## config.mk

```make
export PLATFORM = sky130hd
export DESIGN_NAME = mult_arbiter
export DESIGN_NICKNAME = d
export VERILOG_FILES = /design/src/rtl/mult_pkg.sv /design/src/rtl/multiplier.sv /design/src/rtl/mult_arbiter.sv
export SDC_FILE = /design/constraint.sdc
export NUM_CORES = 1
export LEC_CHECK = 0
export CAP_MARGIN = 30
export CORE_AREA = 2 2 184 186
export CTS_CLUSTER_DIAMETER = 80
export CTS_CLUSTER_SIZE = 20
export DETAILED_ROUTE_END_ITERATION = 10
export DIE_AREA = 0 0 186 188
export DONT_BUFFER_PORTS = 1
export HOLD_SLACK_MARGIN = 0.08
export PLACE_DENSITY = 0.7
export SETUP_SLACK_MARGIN = 0.4
export SYNTH_ARGS = -nofsm -noshare
export SYNTH_HDL_FRONTEND = slang
export SYNTH_HIERARCHICAL = 1
export SYNTH_SLANG_ARGS = --single-unit
```

## constraint.sdc

```tcl
create_clock -name clk -period 3.3 [get_ports clk]
set_input_delay 0.66 -clock clk [delete_from_list [all_inputs] [get_ports clk]]
set_output_delay 0.66 -clock clk [all_outputs]
set_load 0.02 [all_outputs]
```

## src/rtl/mult_pkg.sv

```systemverilog
// Shared types and constants for the two-port arbitrated multiplier.
// Holds the FSM encoding and the response latency helper.
package mult_pkg;

  typedef enum logic [1:0] {
    S_IDLE = 2'd0,
    S_RUN  = 2'd1,
    S_RESP = 2'd2
  } state_t;

  localparam int CNT_W     = 6;
  localparam int LAT_EXTRA = 2;

  // Load + WIDTH iterations + output register; kept modulo the counter width
  function automatic logic [CNT_W-1:0] lat_cnt(input int width);
    int l;
    l = width + LAT_EXTRA;
    return l[CNT_W-1:0];
  endfunction

endpackage

```

## src/rtl/multiplier.sv

```systemverilog
// Sequential shift-add unsigned multiplier: one load cycle, WIDTH
// iterations, one output register cycle. Dropping start clears it.
module multiplier
  import mult_pkg::*;
#(
  parameter int WIDTH = 32
) (
  input  logic               clk,
  input  logic               rst,
  input  logic               i_start,
  input  logic [WIDTH-1:0]   i_a,
  input  logic [WIDTH-1:0]   i_b,
  output logic [2*WIDTH-1:0] o_product,
  output logic               o_done
);

  localparam logic [CNT_W-1:0] ITERS = CNT_W'(WIDTH);

  logic               r_busy;
  logic               r_done;
  logic [CNT_W-1:0]   r_iter;
  logic [2*WIDTH-1:0] r_mcand;
  logic [WIDTH-1:0]   r_mplier;
  logic [2*WIDTH-1:0] r_acc;
  logic [2*WIDTH-1:0] r_prod;

  always_ff @(posedge clk) begin
    if (rst || !i_start) begin
      r_busy   <= 1'b0;
      r_done   <= 1'b0;
      r_iter   <= '0;
      r_mcand  <= '0;
      r_mplier <= '0;
      r_acc    <= '0;
      r_prod   <= '0;
    end else if (!r_busy) begin
      r_busy   <= 1'b1;
      r_iter   <= '0;
      r_mcand  <= {{WIDTH{1'b0}}, i_a};
      r_mplier <= i_b;
      r_acc    <= '0;
    end else if (r_iter != ITERS) begin
      if (r_mplier[0])
        r_acc <= r_acc + r_mcand;
      r_mcand  <= r_mcand << 1;
      r_mplier <= r_mplier >> 1;
      r_iter   <= r_iter + CNT_W'(1);
    end else if (!r_done) begin
      r_prod <= r_acc;
      r_done <= 1'b1;
    end
  end

  assign o_product = r_prod;
  assign o_done    = r_done;

endmodule

```

## src/rtl/mult_arbiter.sv

```systemverilog
// Two requesters share one sequential multiplier; round-robin on ties,
// one operation in flight, fixed WIDTH+3 cycle accept-to-response latency.
module mult_arbiter
  import mult_pkg::*;
#(
  parameter int WIDTH = 32
) (
  input  logic               clk,
  input  logic               rst,
  input  logic               req0_valid,
  input  logic [WIDTH-1:0]   req0_a,
  input  logic [WIDTH-1:0]   req0_b,
  output logic               req0_ready,
  input  logic               req1_valid,
  input  logic [WIDTH-1:0]   req1_a,
  input  logic [WIDTH-1:0]   req1_b,
  output logic               req1_ready,
  output logic               resp_valid,
  output logic               resp_id,
  output logic [2*WIDTH-1:0] resp_product,
  input  logic               resp_ready
);

  localparam logic [CNT_W-1:0] LAT = lat_cnt(WIDTH);

  state_t             r_state;
  state_t             w_next;
  logic               r_last;
  logic               r_id;
  logic [WIDTH-1:0]   r_a;
  logic [WIDTH-1:0]   r_b;
  logic [CNT_W-1:0]   r_cnt;
  logic               r_resp_valid;
  logic               r_resp_id;
  logic [2*WIDTH-1:0] r_resp_prod;

  logic               w_grant;
  logic               w_any;
  logic               w_idle;
  logic               w_accept;
  logic               w_start;
  logic               w_done;
  logic               w_fire;
  logic               w_resp_hs;
  logic [2*WIDTH-1:0] w_prod;

  always_comb begin
    w_grant = 1'b0;
    unique case (1'b1)
      (req0_valid && req1_valid):  w_grant = ~r_last;
      (!req0_valid && req1_valid): w_grant = 1'b1;
      default:                     w_grant = 1'b0;
    endcase
  end

  assign w_any      = req0_valid | req1_valid;
  assign w_idle     = (r_state == S_IDLE) && !rst;
  assign w_accept   = w_idle && w_any;
  assign req0_ready = w_accept && !w_grant;
  assign req1_ready = w_accept && w_grant;

  assign w_start   = (r_state != S_IDLE);
  // done gates the compare so a wrapped counter cannot fire early
  assign w_fire    = (r_state == S_RUN) && (r_cnt == LAT) && w_done;
  assign w_resp_hs = (r_state == S_RESP) && resp_ready;

  always_comb begin
    w_next = r_state;
    unique case (r_state)
      S_IDLE:  if (w_accept)   w_next = S_RUN;
      S_RUN:   if (w_fire)     w_next = S_RESP;
      S_RESP:  if (resp_ready) w_next = S_IDLE;
      default: w_next = S_IDLE;
    endcase
  end

  always_ff @(posedge clk) begin
    if (rst)
      r_state <= S_IDLE;
    else
      r_state <= w_next;
  end

  always_ff @(posedge clk) begin
    if (rst) begin
      r_last       <= 1'b1;
      r_id         <= 1'b0;
      r_a          <= '0;
      r_b          <= '0;
      r_cnt        <= '0;
      r_resp_valid <= 1'b0;
      r_resp_id    <= 1'b0;
      r_resp_prod  <= '0;
    end else begin
      if (w_accept) begin
        r_a    <= w_grant ? req1_a : req0_a;
        r_b    <= w_grant ? req1_b : req0_b;
        r_id   <= w_grant;
        r_last <= w_grant;
        r_cnt  <= '0;
      end
      if ((r_state == S_RUN) && !w_fire)
        r_cnt <= r_cnt + CNT_W'(1);
      if (w_fire) begin
        r_resp_valid <= 1'b1;
        r_resp_id    <= r_id;
        r_resp_prod  <= w_prod;
      end
      if (w_resp_hs)
        r_resp_valid <= 1'b0;
    end
  end

  multiplier #(
    .WIDTH(WIDTH)
  ) u_mult (
    .clk      (clk),
    .rst      (rst),
    .i_start  (w_start),
    .i_a      (r_a),
    .i_b      (r_b),
    .o_product(w_prod),
    .o_done   (w_done)
  );

  assign resp_valid   = r_resp_valid;
  assign resp_id      = r_resp_id;
  assign resp_product = r_resp_prod;

endmodule

```

Word-level counts from Yosys, hierarchy flattened
Cells that the tools add are included.
Storage, ports and cells
  bits in registers: 372
  output and inout bits: 68
  input port bits: 133
  word-level logic and storage cells: 72
Operators by class
  bitwise operators: 5
  reductions and logical operators: 25
  multiplexer cells: 14
  add/subtract/negate cells: 3
  eq/ne operators: 8
Operator list (count)
  2-to-1 mux 32 bit: 6
  adder 64 bit: 1
  adder 6 x 1 -> 6 bit (second input constant): 2
  2-to-1 mux 6 bit: 2
  logical AND 1 bit: 10
  != test 2 bit (second input constant): 4
  equality test 6 bit (second input constant): 1
  2-to-1 mux 2 bit: 3
  != test 6 bit (second input constant): 1
  case mux 2 bit (3 select lines): 1
  AND reduction 3 bit: 2
  zero test 1 bit: 5
  inverter 1 bit: 4
  AND reduction 2 bit: 2
  nonzero test 2 bit: 2
  OR reduction 2 bit: 2
  equality test 2 x 1 -> 1 bit (second input constant): 1
  equality test 2 bit (second input constant): 1
  zero test 2 bit: 1
  case mux 1 bit (2 select lines): 1
  logical OR 1 bit: 1
  2-to-1 mux 1 bit: 1
  OR 1 bit: 1

Depth between registers and ports, before layout
  depth in word-level cells: 6
  depth in mapped cells: 12
  depth with buffers taken out: 12

By module
Netlist, hierarchy kept.
Modules (own cells, without submodules)
  multiplier: sequential area each 4644.5 um^2, area each 12102.9 um^2, cells each 1604, instances 1
  mult_arbiter: sequential area each 2802.7 um^2, area each 5142.4 um^2, cells each 627, instances 1

Worst setup path before layout
Ideal clock, no wire load.
  kind: flip-flop to flip-flop
  start: reg u_mult.r_mcand[11]
  end: reg u_mult.r_acc[63]
  cell stages (with the launch flop): 12
  path buffers: 0
  required time: 3.233 ns
  clock period less this slack: 3.041 ns
  setup slack: 0.259 ns
  arrival time: 2.974 ns
  setup time: 0.067 ns
  cells stage by stage: dfxtp_1 > ha_1 > nand2_2 > or3_1 > a211o_1 > a211o_1 > a2111oi_4 > o221a_4 > a31oi_2 > mux2_4 > a21o_1 > a21oi_2
On the way
  longest elaborated chain between the ends: 1
RTL lines
  start, declared: line multiplier.sv:22  | logic [2*WIDTH-1:0] r_mcand;
  start signal, assigned: line multiplier.sv:39  | r_mcand <= {{WIDTH{1'b0}}, i_a};
  start signal, assigned: line multiplier.sv:45  | r_mcand <= r_mcand << 1;
  adder 64 bit: line multiplier.sv:44  | r_acc <= r_acc + r_mcand;
  end signal, assigned: line multiplier.sv:44
  end, declared: line multiplier.sv:24  | logic [2*WIDTH-1:0] r_acc;
No other way between the ends.
A chain may end at the register's enable or synchronous reset.

Final worst setup path
  start: reg u_mult.r_acc[13]
  end: reg u_mult.r_acc[63]
On the way
  longest elaborated chain between the ends: 1
RTL lines (line)
  adder 64 bit: multiplier.sv:44
No other way between the ends.

==> flow_summary_export.csv <==
group,metric,value,unit
synth,synth_cell_types,70,
global_routing,antenna_found_initial,0,
run,drv_cap,0,
global_routing,grt_max_degree,80,
placement,place_hpwl,32100,um
sta,hold_ws,0.170,ns
synth,yosys_register_bits,372,
route,drt-wirelength-per-cell,17.6,um
clock_tree,cts_tree,"done",
sta,max_freq,327,MHz
clock_tree,clk_pin_slew,0.08,ns
sta,setup_ws,0.240,ns
floorplanning,rows,67,
finish,layout-drive-gt1-share,9.56,%
global_routing,grt_pass1_wl,73000,um
outcome,outcome,"finished, final reports clean",
sta,slew_viol_final,0,
finish,n_fill_cell,3068,
finish,final_nets,2368,
synth,yosys_warnings,6,
floorplanning,dieArea,35000,um2
setup_path,slowest_stage,"a2111oi_4",
finish,seq_area,7480,um2
sta,worst-slew-pin-transition,1.00,ns
route,wirelength,46200,um
synth,synth-seq-area-share,43.2,%
finish,num_antenna_cells,0,
finish,areaGrowthSynthToFinish,9.85,%
setup_path,end_kind,"register",
finish,final_core_util,57.2,%
setup_path,required,3.79,ns
sta,final-setup-viol-count,0,
floorplanning,die-height,188,um
clock_tree,cts_buffer_depth,3,
route,dr.pass1.iters,5,
synth,async_flop_share,0,%
floorplanning,io_pins,201,
placement,dp_slack,0.0592,ns
pwr,p_leak,6.82,nW
synth,syn_inst,2231,
floorplanning,core_area,33100,um2
route,drtAntennaViolNets,0,
sta,skew,0.0102,ns
synth,syn_nets,2432,
placement,place_congestion,0.981,
route,vias,15300,
pwr,total_power,8.44,mW
sta,period_share,92.7,%
route,drc_errors,0,
global_routing,grtUsageTotal,25.4,%
placement,io_buffers,0,
clock_tree,ctsHoldBuffers,0,
setup_path,path_cells,"ha_4 > nand2_4 > or3_4 > a211o_1 > a211o_1 > a2111oi_4 > o221a_4 > a31oi_4 > mux2_4 > a21o_1 > a21oi_2",
floorplanning,die_w,186,um
setup_path,arrival,3.55,ns
clock_tree,cts-buffers-inserted,24,
clock_tree,cts-htree-levels,1,
setup_path,critical-path-max-stage-delay,0.40,ns
global_routing,grt-ovfl-total,0,
clock_tree,clock-sinks,372,
route,vias_per_cell,5.84,
sta,rsz0062_at_grt,"yes",
sta,period_minus_slack,3.06,ns
setup_path,cp_max_fo,2,
min_path,hp-class,"primary input to register",
pwr,power.density,446,nW/um2
synth,synthesis.area,17200,um2
sta,hold_violations,0,
synth,synth_flop_cell,"dfxtp_1",
setup_path,cp_num_buf_inv,0,
pwr,peakVddDrop,0.000461,V
floorplanning,start_util,52.1,%
setup_path,start_kind,"register",
setup_path,crit_type,"register to register",
finish,multi_input_area,9530,um2
route,drt-initial-drc-count,1240,
clock_tree,clk-insertion-delay-late,0.55,ns
sta,relSlewSlack,32.4,%
global_routing,grt_pass1_vias,14000,
setup_path,cpMostUsedCell,"a211o_1",
setup_path,path_delay_family,"compound AO/OA/AOI/OAI gates",
synth,synth_edf_count,0,
sta,fin_tns_setup,0,ns
synth,syn_avg_cell_area,7.73,um2
clock_tree,cts_root_buffer,"clkbuf_16",
==> path summary, 6_finish.rpt <==
check / from / to / slack, ns / cells after the start
worst max register to register: u_mult/r_acc[13] / u_mult/r_acc[63] / 0.24 / 11
worst max-delay path: u_mult/r_acc[13] / u_mult/r_acc[63] / 0.24 / 11
worst min-delay path: rst / resp_product[24] / 0.17 / 1
worst min register to register: u_mult/o_product[33] / resp_product[33] / 0.45 / 2
==> power by group <==
part / internal (mW) / switching (mW) / total (mW)
Combinational: 0.185 / 0.379 / 0.564
Sequential: 4.62 / 0.108 / 4.73
Clock: 1.57 / 1.58 / 3.14
==> Yosys cell counts, drive strengths merged (4+ instances only) <==
master / n / area (um2)
nand4: 27 / 169
a21oi: 283 / 1420
xor2: 18 / 158
nand2b: 8 / 50.1
clkbuf: 131 / 492
a311oi: 62 / 543
a22oi: 65 / 488
o211ai: 10 / 75.1
nor3: 21 / 105
a31oi: 9 / 62.6
a211oi: 10 / 75.1
a31o: 4 / 35.0
o21bai: 14 / 105
or3: 10 / 62.6
a2111oi: 4 / 53.8
buf: 25 / 154
inv: 19 / 71.3
dfxtp: 372 / 7450
ha: 67 / 838
nand3b: 5 / 37.5
or2: 4 / 25.0
nor2: 115 / 432
a21o: 46 / 345
nor2b: 9 / 56.3
or4: 5 / 37.5
xnor2: 29 / 254
nand2: 712 / 2680
o31ai: 5 / 37.5
a211o: 4 / 35.0
o21ai: 37 / 185
o21a: 7 / 52.6
nand3: 47 / 235
and3: 8 / 50.1
==> area by class of cell <==
| type | count | area share [%] |
|---|---|---|
| flip-flops and latches | 372 | 39.5 |
| clock buffers | 28 | 3.41 |
| clock inverters | 6 | 0.588 |
| inverters | 19 | 0.376 |
| multi-input cells | 1684 | 50.3 |
| repair buffers | 66 | 2.83 |
| well taps | 448 | 2.96 |
==> cells in the final DEF, fill, tap and decap left out, types with 27 or more instances in the layout <==
cell and count:
dfxtp_1 349, nor2_1 113, xnor2_1 29, nand3_1 46, a22oi_1 64, a21oi_1 275, ha_1 45, a21o_1 46
a311oi_1 62, nand2_1 708, o21ai_0 28, buf_4 62, nand4_1 27
==> metrics by stage <==
stage / cell area, um2 / cells
6_report: 18900 / 2623
5_1_grt: 18900 / 2623
4_1_cts: 18700 / 2615
3_5_place_dp: 17700 / 2566
3_3_place_gp: 17600 / 2565
2_1_floorplan: 17300 / 2231
==> logic make-up (layout without fill, tap and decap cells) <==
group           count (synthesis)  count (layout)  synth area share [%]
mux                             2               2                 0.145
buf+inv                       175             119                  4.16
compound gates                583             583                  21.7
xor+xnor                       47              47                  2.39
flops                         372             372                  43.2
fa+ha+maj                      68              68                  4.98
simple gates                  984             984                  23.5
==> registers in the layout (all words and copies together) (netlist names) <==
signal	flops
resp_product	64
u_mult/o_product	64
u_mult/r_acc	64
u_mult/r_mcand	64
r_a	32
r_b	32
u_mult/r_mplier	32
r_cnt	6
u_mult/r_iter	6
r_state	2
r_id	1
r_last	1
resp_id	1
resp_valid	1
u_mult/o_done	1
u_mult/r_busy	1
==> layer usage <==
layer  vias to the layer above  GRT usage (%)  wire length [um]
met2                       535           35.4             18400
met4                         0           4.57               772
met3                        56           5.36              3930
met1                      7160           40.1             23000
li1                       7573              -                 -
met5                         -              0                 0
==> timing repair <==
item,CTS,global route
resized for setup,38,55
setup buffers,15,8
setup endpoints to repair,25,33
pin swaps,21,20
Power figures use the tool's default switching activity.
